--- config.mk ---
export PLATFORM = sky130hd
export DESIGN_NAME = pipe_ctrl
export DESIGN_NICKNAME = d
export VERILOG_FILES = /design/src/rtl/pipe_ctrl.sv
export SDC_FILE = /design/constraint.sdc
export NUM_CORES = 1
export LEC_CHECK = 0
export BUFFER_PORTS_ARGS = -buffer_cell sky130_fd_sc_hd__buf_4
export CAP_MARGIN = 20
export CORE_MARGIN = 5
export CORE_UTILIZATION = 42
export DETAILED_ROUTE_END_ITERATION = 7
export PLACE_DENSITY = 0.85
export SLEW_MARGIN = 20
export SYNTH_ARGS = -nofsm -noshare
export SYNTH_HDL_FRONTEND = slang
export SYNTH_SLANG_ARGS = --single-unit
export TNS_END_PERCENT = 30
--- constraint.sdc ---
create_clock -name clk -period 2.6 [get_ports clk]
set_input_delay 0.52 -clock clk [delete_from_list [all_inputs] [get_ports clk]]
set_output_delay 0.52 -clock clk [all_outputs]
set_load 0.005 [all_outputs]
--- src/rtl/pipe_ctrl.sv ---
// pipe_ctrl -- pipeline hold/flush control for the 5-stage core.
//
// Sources, highest priority first:
//   1. EX-stage jump: redirect the PC and flush if_id/id_ex for FLUSH_CYCLES
//      cycles. The first of these cycles is the jump cycle itself.
//   2. EX-stage multi-cycle op: hold PC, if_id and id_ex until mc_done_i.
//      A watchdog aborts the wait after MC_TIMEOUT cycles.
//   3. ID-stage load-use hazard: insert a single bubble. PC and if_id hold,
//      and id_ex loads a NOP.
//
// Handshake: none. Every control is a zero-latency combinational function
// of the current inputs and the registered FSM state. State advances on the
// rising clk edge. rst is asynchronous and active-high.
//
// Parameters:
//   FLUSH_CYCLES  flush window per jump, including the jump cycle (1..15)
//   MC_TIMEOUT    maximum cycles in MC_WAIT before forced abort (2..255)
//
// Ports:
//   clk, rst                          clock, async active-high reset
//   jump_en_i, jump_addr_i            EX taken branch/jump and its target
//   id_rs1/rs2_addr_i, _ren_i         ID source registers and read enables
//   ex_rd_addr_i, ex_is_load_i        destination register of EX, and load flag
//   mc_start_i, mc_done_i             multi-cycle op issue and completion
//   pc_redirect_o, pc_redirect_addr_o PC redirect request and target
//   hold_pc_o, hold_if_id_o, hold_id_ex_o   stage holds
//   flush_if_id_o, flush_id_ex_o      stage flushes (NOP bubble)
//   mc_timeout_o                      sticky watchdog flag
//   state_o                           FSM state for debug (0 IDLE, 1 FLUSH, 2 MC_WAIT)
//
// Optional build macro PIPE_CTRL_PERF_EN adds the following outputs:
//   stall_cnt_o  cycles with hold_pc_o=1 (wraps at 2^32)
//   flush_cnt_o  cycles with flush_if_id_o=1 (wraps at 2^32)

module pipe_ctrl #(
  parameter int unsigned FLUSH_CYCLES = 2,
  parameter int unsigned MC_TIMEOUT   = 64
) (
  input  logic        clk,
  input  logic        rst,
  input  logic        jump_en_i,
  input  logic [31:0] jump_addr_i,
  input  logic [4:0]  id_rs1_addr_i,
  input  logic [4:0]  id_rs2_addr_i,
  input  logic        id_rs1_ren_i,
  input  logic        id_rs2_ren_i,
  input  logic [4:0]  ex_rd_addr_i,
  input  logic        ex_is_load_i,
  input  logic        mc_start_i,
  input  logic        mc_done_i,
  output logic        pc_redirect_o,
  output logic [31:0] pc_redirect_addr_o,
  output logic        hold_pc_o,
  output logic        hold_if_id_o,
  output logic        hold_id_ex_o,
  output logic        flush_if_id_o,
  output logic        flush_id_ex_o,
  output logic        mc_timeout_o,
  output logic [1:0]  state_o
`ifdef PIPE_CTRL_PERF_EN
  ,
  output logic [31:0] stall_cnt_o,
  output logic [31:0] flush_cnt_o
`endif
);

  typedef enum logic [1:0] {
    ST_IDLE    = 2'd0,
    ST_FLUSH   = 2'd1,
    ST_MC_WAIT = 2'd2
  } state_t;

  localparam logic [3:0] FLUSH_INIT = 4'(FLUSH_CYCLES - 1);
  localparam logic [7:0] WAIT_LAST  = 8'(MC_TIMEOUT - 1);

  state_t      state;
  logic [3:0]  flush_cnt;
  logic [7:0]  wait_cnt;
  logic        timeout_flag;

  logic        load_use;
  logic        mc_expire;

  assign state_o = state;

  always_comb begin
    load_use = ex_is_load_i && (ex_rd_addr_i != 5'd0) &&
               ((id_rs1_ren_i && (id_rs1_addr_i == ex_rd_addr_i)) ||
                (id_rs2_ren_i && (id_rs2_addr_i == ex_rd_addr_i)));
    // The watchdog fires in the last permitted wait cycle, and only when
    // the result has not arrived in that same cycle.
    mc_expire = (state == ST_MC_WAIT) && !mc_done_i && (wait_cnt == WAIT_LAST);

    pc_redirect_o      = 1'b0;
    pc_redirect_addr_o = 32'd0;
    hold_pc_o          = 1'b0;
    hold_if_id_o       = 1'b0;
    hold_id_ex_o       = 1'b0;
    flush_if_id_o      = 1'b0;
    flush_id_ex_o      = 1'b0;

    unique case (state)
      ST_IDLE: begin
        if (jump_en_i) begin
          pc_redirect_o      = 1'b1;
          pc_redirect_addr_o = jump_addr_i;
          flush_if_id_o      = 1'b1;
          flush_id_ex_o      = 1'b1;
        end else if (mc_start_i) begin
          hold_pc_o    = 1'b1;
          hold_if_id_o = 1'b1;
          hold_id_ex_o = 1'b1;
        end else if (load_use) begin
          hold_pc_o     = 1'b1;
          hold_if_id_o  = 1'b1;
          flush_id_ex_o = 1'b1;
        end
      end
      ST_FLUSH: begin
        // Flushed instructions are invalid, so mc_start_i and load-use are ignored here.
        flush_if_id_o = 1'b1;
        flush_id_ex_o = 1'b1;
        if (jump_en_i) begin
          pc_redirect_o      = 1'b1;
          pc_redirect_addr_o = jump_addr_i;
        end
      end
      ST_MC_WAIT: begin
        // Holds drop in the done cycle and in the watchdog-abort cycle.
        if (!mc_done_i && !mc_expire) begin
          hold_pc_o    = 1'b1;
          hold_if_id_o = 1'b1;
          hold_id_ex_o = 1'b1;
        end
      end
      default: ;
    endcase

    mc_timeout_o = timeout_flag | mc_expire;
  end

  always_ff @(posedge clk or posedge rst) begin
    if (rst) begin
      state        <= ST_IDLE;
      flush_cnt    <= 4'd0;
      wait_cnt     <= 8'd0;
      timeout_flag <= 1'b0;
    end else begin
      unique case (state)
        ST_IDLE: begin
          if (jump_en_i) begin
            if (FLUSH_CYCLES > 1) begin
              state     <= ST_FLUSH;
              flush_cnt <= FLUSH_INIT;
            end
          end else if (mc_start_i) begin
            state    <= ST_MC_WAIT;
            wait_cnt <= 8'd0;
          end
        end
        ST_FLUSH: begin
          if (jump_en_i) begin
            flush_cnt <= FLUSH_INIT;  // a new jump restarts the window
          end else begin
            flush_cnt <= flush_cnt - 4'd1;
            if (flush_cnt == 4'd1) state <= ST_IDLE;
          end
        end
        ST_MC_WAIT: begin
          if (mc_done_i) begin
            state <= ST_IDLE;
          end else if (mc_expire) begin
            timeout_flag <= 1'b1;
            state        <= ST_IDLE;
          end else begin
            wait_cnt <= wait_cnt + 8'd1;
          end
        end
        default: state <= ST_IDLE;
      endcase
    end
  end

`ifdef PIPE_CTRL_PERF_EN
  always_ff @(posedge clk or posedge rst) begin
    if (rst) begin
      stall_cnt_o <= 32'd0;
      flush_cnt_o <= 32'd0;
    end else begin
      if (hold_pc_o)     stall_cnt_o <= stall_cnt_o + 32'd1;
      if (flush_if_id_o) flush_cnt_o <= flush_cnt_o + 32'd1;
    end
  end
`endif

endmodule

### Yosys cells after proc, flatten, opt, wreduce, memory -nomap -nowiden

Index checks and enable logic that the tools add are counted.

| storage, ports and cells | value |
|---|---|
| register bits | 15 |
| bits in latches | 0 |
| bits in writable memories | 0 |
| ROM bits | 0 |
| input bits | 55 |
| word-level logic and storage cells | 73 |
| memories | 0 |

| cells by class | value |
|---|---|
| $add $sub $neg | 2 |
| multiply operators | 0 |
| divide/modulo/power cells | 0 |
| order comparisons | 0 |
| equality and inequality tests | 15 |
| shifts and indexed selects | 0 |
| mux-type cells | 31 |
| bitwise logic cells | 2 |
| reductions and logical operators | 19 |

Operator list:

| cell | count |
|---|---|
| 2-to-1 mux 32 bit | 2 |
| 2-to-1 mux 8 bit | 4 |
| case mux 8 bit (2 select lines) | 1 |
| != test 2 bit, second input constant | 7 |
| 2-to-1 mux 2 bit | 6 |
| equality test 5 bit | 2 |
| 2-to-1 mux 1 bit | 10 |
| adder 8 x 1 -> 8 bit, second input constant | 1 |
| equality test 8 x 6 -> 1 bit, second input constant | 1 |
| 2-to-1 mux 4 bit | 2 |
| case mux 1 bit (2 select lines) | 4 |
| case mux 4 bit (2 select lines) | 1 |
| logical AND 1 bit | 7 |
| != test 3 bit, second input constant | 2 |
| case mux 2 bit (3 select lines) | 1 |
| AND reduction 5 bit | 1 |
| nonzero test 5 bit | 1 |
| equality test 4 x 1 -> 1 bit, second input constant | 1 |
| AND reduction 4 bit | 1 |
| nonzero test 2 bit | 2 |
| subtractor 4 x 1 -> 4 bit, second input constant | 1 |
| AND reduction 3 bit | 1 |
| equality test 2 x 1 -> 1 bit, second input constant | 1 |
| equality test 2 bit, second input constant | 1 |
| 7 further kinds | 8 |

### Depth between registers and ports, before layout

| depth | value |
|---|---|
| word-level depth | 8 |
| depth in mapped cells | 6 |
| gate-level depth less buffers | 6 |

### Least setup slack after synthesis

OpenSTA, ideal clock, no wires.

| path | value |
|---|---|
| kind | input port to output port |
| start | input port mc_done_i |
| end | output port hold_pc_o |
| data arrival time | 1.518 ns |
| data required time | 2.080 ns |
| slack | 0.562 ns |
| cell stages on the path | 5 |
| buffers on the path | 1 |
| cells stage by stage | or3b_4 > a41oi_4 > nor2_2 > o21ai_0 > buf_4 |

| on the way | value |
|---|---|
| word-level cells in the longest chain between the ends | 7 |

Ends and longest elaborated chain:

| what | RTL line | RTL |
|---|---|---|
| start: declaration | 50 | `input logic mc_done_i,` |
| logical NOT 1 bit * | 92, 130 |  |
| logical AND 1 bit (2 in a row) | 92 | `mc_expire = (state == ST_MC_WAIT) && !mc_done_i && (wait_cnt == WAIT_LAST);` |
| logical NOT 1 bit | 130 | `if (!mc_done_i && !mc_expire) begin` |
| logical AND 1 bit * | 130 |  |
| 2-to-1 mux 1 bit * | - |  |
| case mux 1 bit (2 select lines) * | - |  |
| end: declaration | 53 | `output logic hold_pc_o,` |

Every way passes the cells marked *; elsewhere a longest branch is shown, timed or not.

### Final worst setup path

| path | value |
|---|---|
| start | register wait_cnt[0] |
| end | output port hold_pc_o |

| on the way | value |
|---|---|
| word-level cells in the longest chain between the ends | 6 |

Ends and longest elaborated chain:

| what | RTL line | RTL |
|---|---|---|
| start: declaration | 78 | `logic [7:0] wait_cnt;` |
| start signal: assignment | 176 | `wait_cnt <= wait_cnt + 8'd1;` |
| equality test 8 x 6 -> 1 bit | 92 |  |
| logical AND 1 bit | 92 |  |
| logical NOT 1 bit | 130 |  |
| logical AND 1 bit | 130 |  |
| 2-to-1 mux 1 bit | 130 |  |
| case mux 1 bit (2 select lines) | 102 | `unique case (state)` |

No other way between the ends.

==> impl_results.md <==
* Outcome: complete, no violations
* Detailed-route DRC error count at 0
* Number of unique standard cell types used by synthesis at 35
* Gpl congestion at 0.8588
* Proportion of synthesized chip area in sequential cells at 0.3112
* Total Die Area at slightly above 0.004 mm²
* Critical Path AT at just under 2000 ps
* Final setup violation count at 0
* Average cell area after synthesis at around 8.3 µm²
* Top achievable clock speed at 403.1 MHz
* Number of buffers inserted by hold repair at cts at 0
* Critical-path cell with the highest stage delay: sky130_fd_sc_hd__dfrtp_1
* Peak per-stage delay on the critical path at 430 ps
* Number of clock sinks at 15
* Total number of placement rows at 19
* Hold violation count in the final report at 0
* First-pass DRT Iterations at 4
* Crit Path Category: register to primary output
* Worst-case vdd ir drop at around 540 µV
* Leakage Power at 1.047 nW
* Count of buffers from port buffering at 95
* DPL Wire Length at approximately 3500 µm
* Count of filler cells inserted in the layout at roughly 240
* Maximum fanout count along the critical path at 6
* Placeable Area at between 0.002 and 0.003 mm²
* Post-synthesis cell count at 146
* Sum of internal, switching and leakage power at around 0.001 W
* Mean routed wirelength per cell at 14.93 µm
* Core utilization of the finished layout at 0.7237
* Number of buffers created by CTS at 3
* Global Route Usage Sum at 0.1960
* Total overflow reported by the global router at 0
* Crit path capture type: primary output
* Commonest non-fill, non-tap cell in the layout: sky130_fd_sc_hd__buf_4
* Critical path startpoint category: register
* Clk_skew at approximately 6.8 ps
* Syn-to-layout area delta at 65.46%
* Starting Density at 0.4374
* Net count after synthesis at roughly 200
* Vert. Die Dim at between 60 and 70 µm
* Required time reported for the critical path endpoint at ~2100 ps
* Worst R2R Path Depth at 5
* Vias in the first global route at 1324
* Number of cells upsized or downsized after cts at 0
* Final-layout setup total negative slack at 0 ps
* Count of max-cap constraint violations at 0
* Crit share post-route at 0.9541
* Detail-routed via count per cell at between 4 and 5
* Reg-to-reg startpoint: wait_cnt[0]
* Antenna-violating nets left at 0
* Tightest Pin Transition at approximately 590 ps
* Share of final-layout standard cells stronger than drive strength 1 at 0.4385
* Latest clock arrival within the worst-skew pair at approximately 290 ps
* Commonest cells after routing, fill and taps aside: sky130_fd_sc_hd__buf_4, sky130_fd_sc_hd__and2_1, sky130_fd_sc_hd__dfrtp_1
* Dpl ws at a little under 400 ps
* Flop and latch count out of synthesis at 15
* H-tree depth reported by CTS at 1
* Dominant synthesized flop cell: sky130_fd_sc_hd__dfrtp_1
* Slew Limit Fails at 0
* Unrepaired setup endpoints after global routing: false
* Most area-hungry cell type in the Yosys netlist: sky130_fd_sc_hd__dfrtp_1
* Number of antenna violations at the first check in global routing at 0
* Routed WL at around 4100 µm
* Cell-by-cell trace of the critical path: ha_1, and3_1, a41oi_4, nor2_2, o21ai_0, buf_4
* IO Count at 96
* Worst setup slack after layout at around 120 ps
* Post-synthesis instance area at approximately 0.0012 mm²
* Number of flops mapped to enable cells by yosys at 0
* Largest net degree at the start of global routing at 34
* Worst slew margin relative to its limit at 0.6079
* CTS Root Buffer Type: sky130_fd_sc_hd__clkbuf_4
* Biggest area contributors in the synthesized netlist: sky130_fd_sc_hd__dfrtp_1, sky130_fd_sc_hd__and2_1, sky130_fd_sc_hd__xor2_1, sky130_fd_sc_hd__o21ai_0, sky130_fd_sc_hd__nand2_1
* First-iteration detailed-routing DRC count at just over 70
* Post CTS Setup Buffer Count at 0
* Final-stage net count at roughly 300
* Clock-pin slew of the registers on the worst-case setup and hold paths at about 100 ps
* Via Count at about 1400
* TritonCTS clock tree: done
* Final critical-path required period at around 2500 ps
* Die width at 63.59 µm
* Final hold slack at about 280 ps
* Global-route wire length before repair at between 6000 and 7000 µm
* Area fraction of the dominant cell type after synthesis at 0.3112
* Antenna Cells at 0
* R2R setup slack at 790 ps
* Clock Tree Buf Depth at 2
* Warnings from Yosys at 0
* Class of the most critical hold timing path: input port to async pin
* Destination of the worst register-to-register timing path: wait_cnt[2]
* Power per cell area at roughly 500 mW/mm²
* Share of synthesized flip-flops with an asynchronous set or reset at 1.000
registers in the layout (all words and copies together), names as in the netlist:
| register | flops |
|---|---|
| state_o | 2 |
| wait_cnt | 8 |
| timeout_flag | 1 |
| flush_cnt | 4 |
cell usage after synthesis (all sizes together), types with 4 or more instances:
library cell  count
and2             33
clkbuf            4
dfrtp            15
inv               6
nand2            11
nand3             4
nor2             12
o21ai            10
xor2              8
where the power goes:
| part | total, W | switching, W | internal (W) | leakage, nW |
|---|---|---|---|---|
| combinational | 0.000533 | 0.000240 | 0.000293 | 0.829 |
| sequential | 0.000325 | 0.0000460 | 0.000279 | 0.201 |
| clock | 0.000141 | 0.0000840 | 0.0000573 | 0.0177 |
| total | 0.000999 | 0.000370 | 0.000630 | 1.05 |
critical path: cells and delay by family, from the launching register on:
family                   cells  cell delay (ps)
AO/OA/AOI/OAI                2              350
buffers and inverters        1              160
AND/OR/NAND/NOR              2              500
flip-flops                   1              430
adder cells (fa/ha/maj)      1              220
through the flow:
stage / std cells / instance area [µm²]
after floorplan: 146 / 1206
after global placement: 271 / 1968
after detailed placement: 271 / 1968
after CTS: 275 / 1996
after global routing: 275 / 1996
final: 275 / 1996
cell families after synthesis:
group,share of synthesized area
muxes,0.01660
xor gates and xnor gates,0.07988
AOI/OAI and AO/OA,0.1525
buffers and inverters,0.04149
and+or+nand+nor,0.3672
DFF,0.3112
adders and majority gates,0.03112
area by class of cell:
class	count	area, µm²	area share
Clock buffer	3	22.52	0.01129
Timing Repair Buffer	100	750.7	0.3762
Clock inverter	1	5.005	0.002508
Inverter	6	22.52	0.01129
Tap cell	31	38.79	0.01944
Multi-Input combinational cell	119	780.7	0.3912
Sequential cell	15	375.4	0.1881
worst max-delay path by stage:
stage | start | end | cells past startpoint
after floorplan | mc_done_i | hold_pc_o | 5
final | wait_cnt[0] | hold_pc_o | 6
after detailed placement | ex_rd_addr_i[3] | hold_pc_o | 6
after global placement | ex_rd_addr_i[3] | hold_pc_o | 6
after CTS | wait_cnt[0] | hold_pc_o | 6
after global routing | wait_cnt[0] | hold_pc_o | 6
layer usage:
metal  GRT usage  wire length, µm  part of all wire
met2      0.3579             2335              0.57
met1      0.2332             1583              0.39
met5           0                0                 0
met4     0.03636               32            0.0078
met3     0.04263              156             0.038
Power figures use the tool's default switching activity.
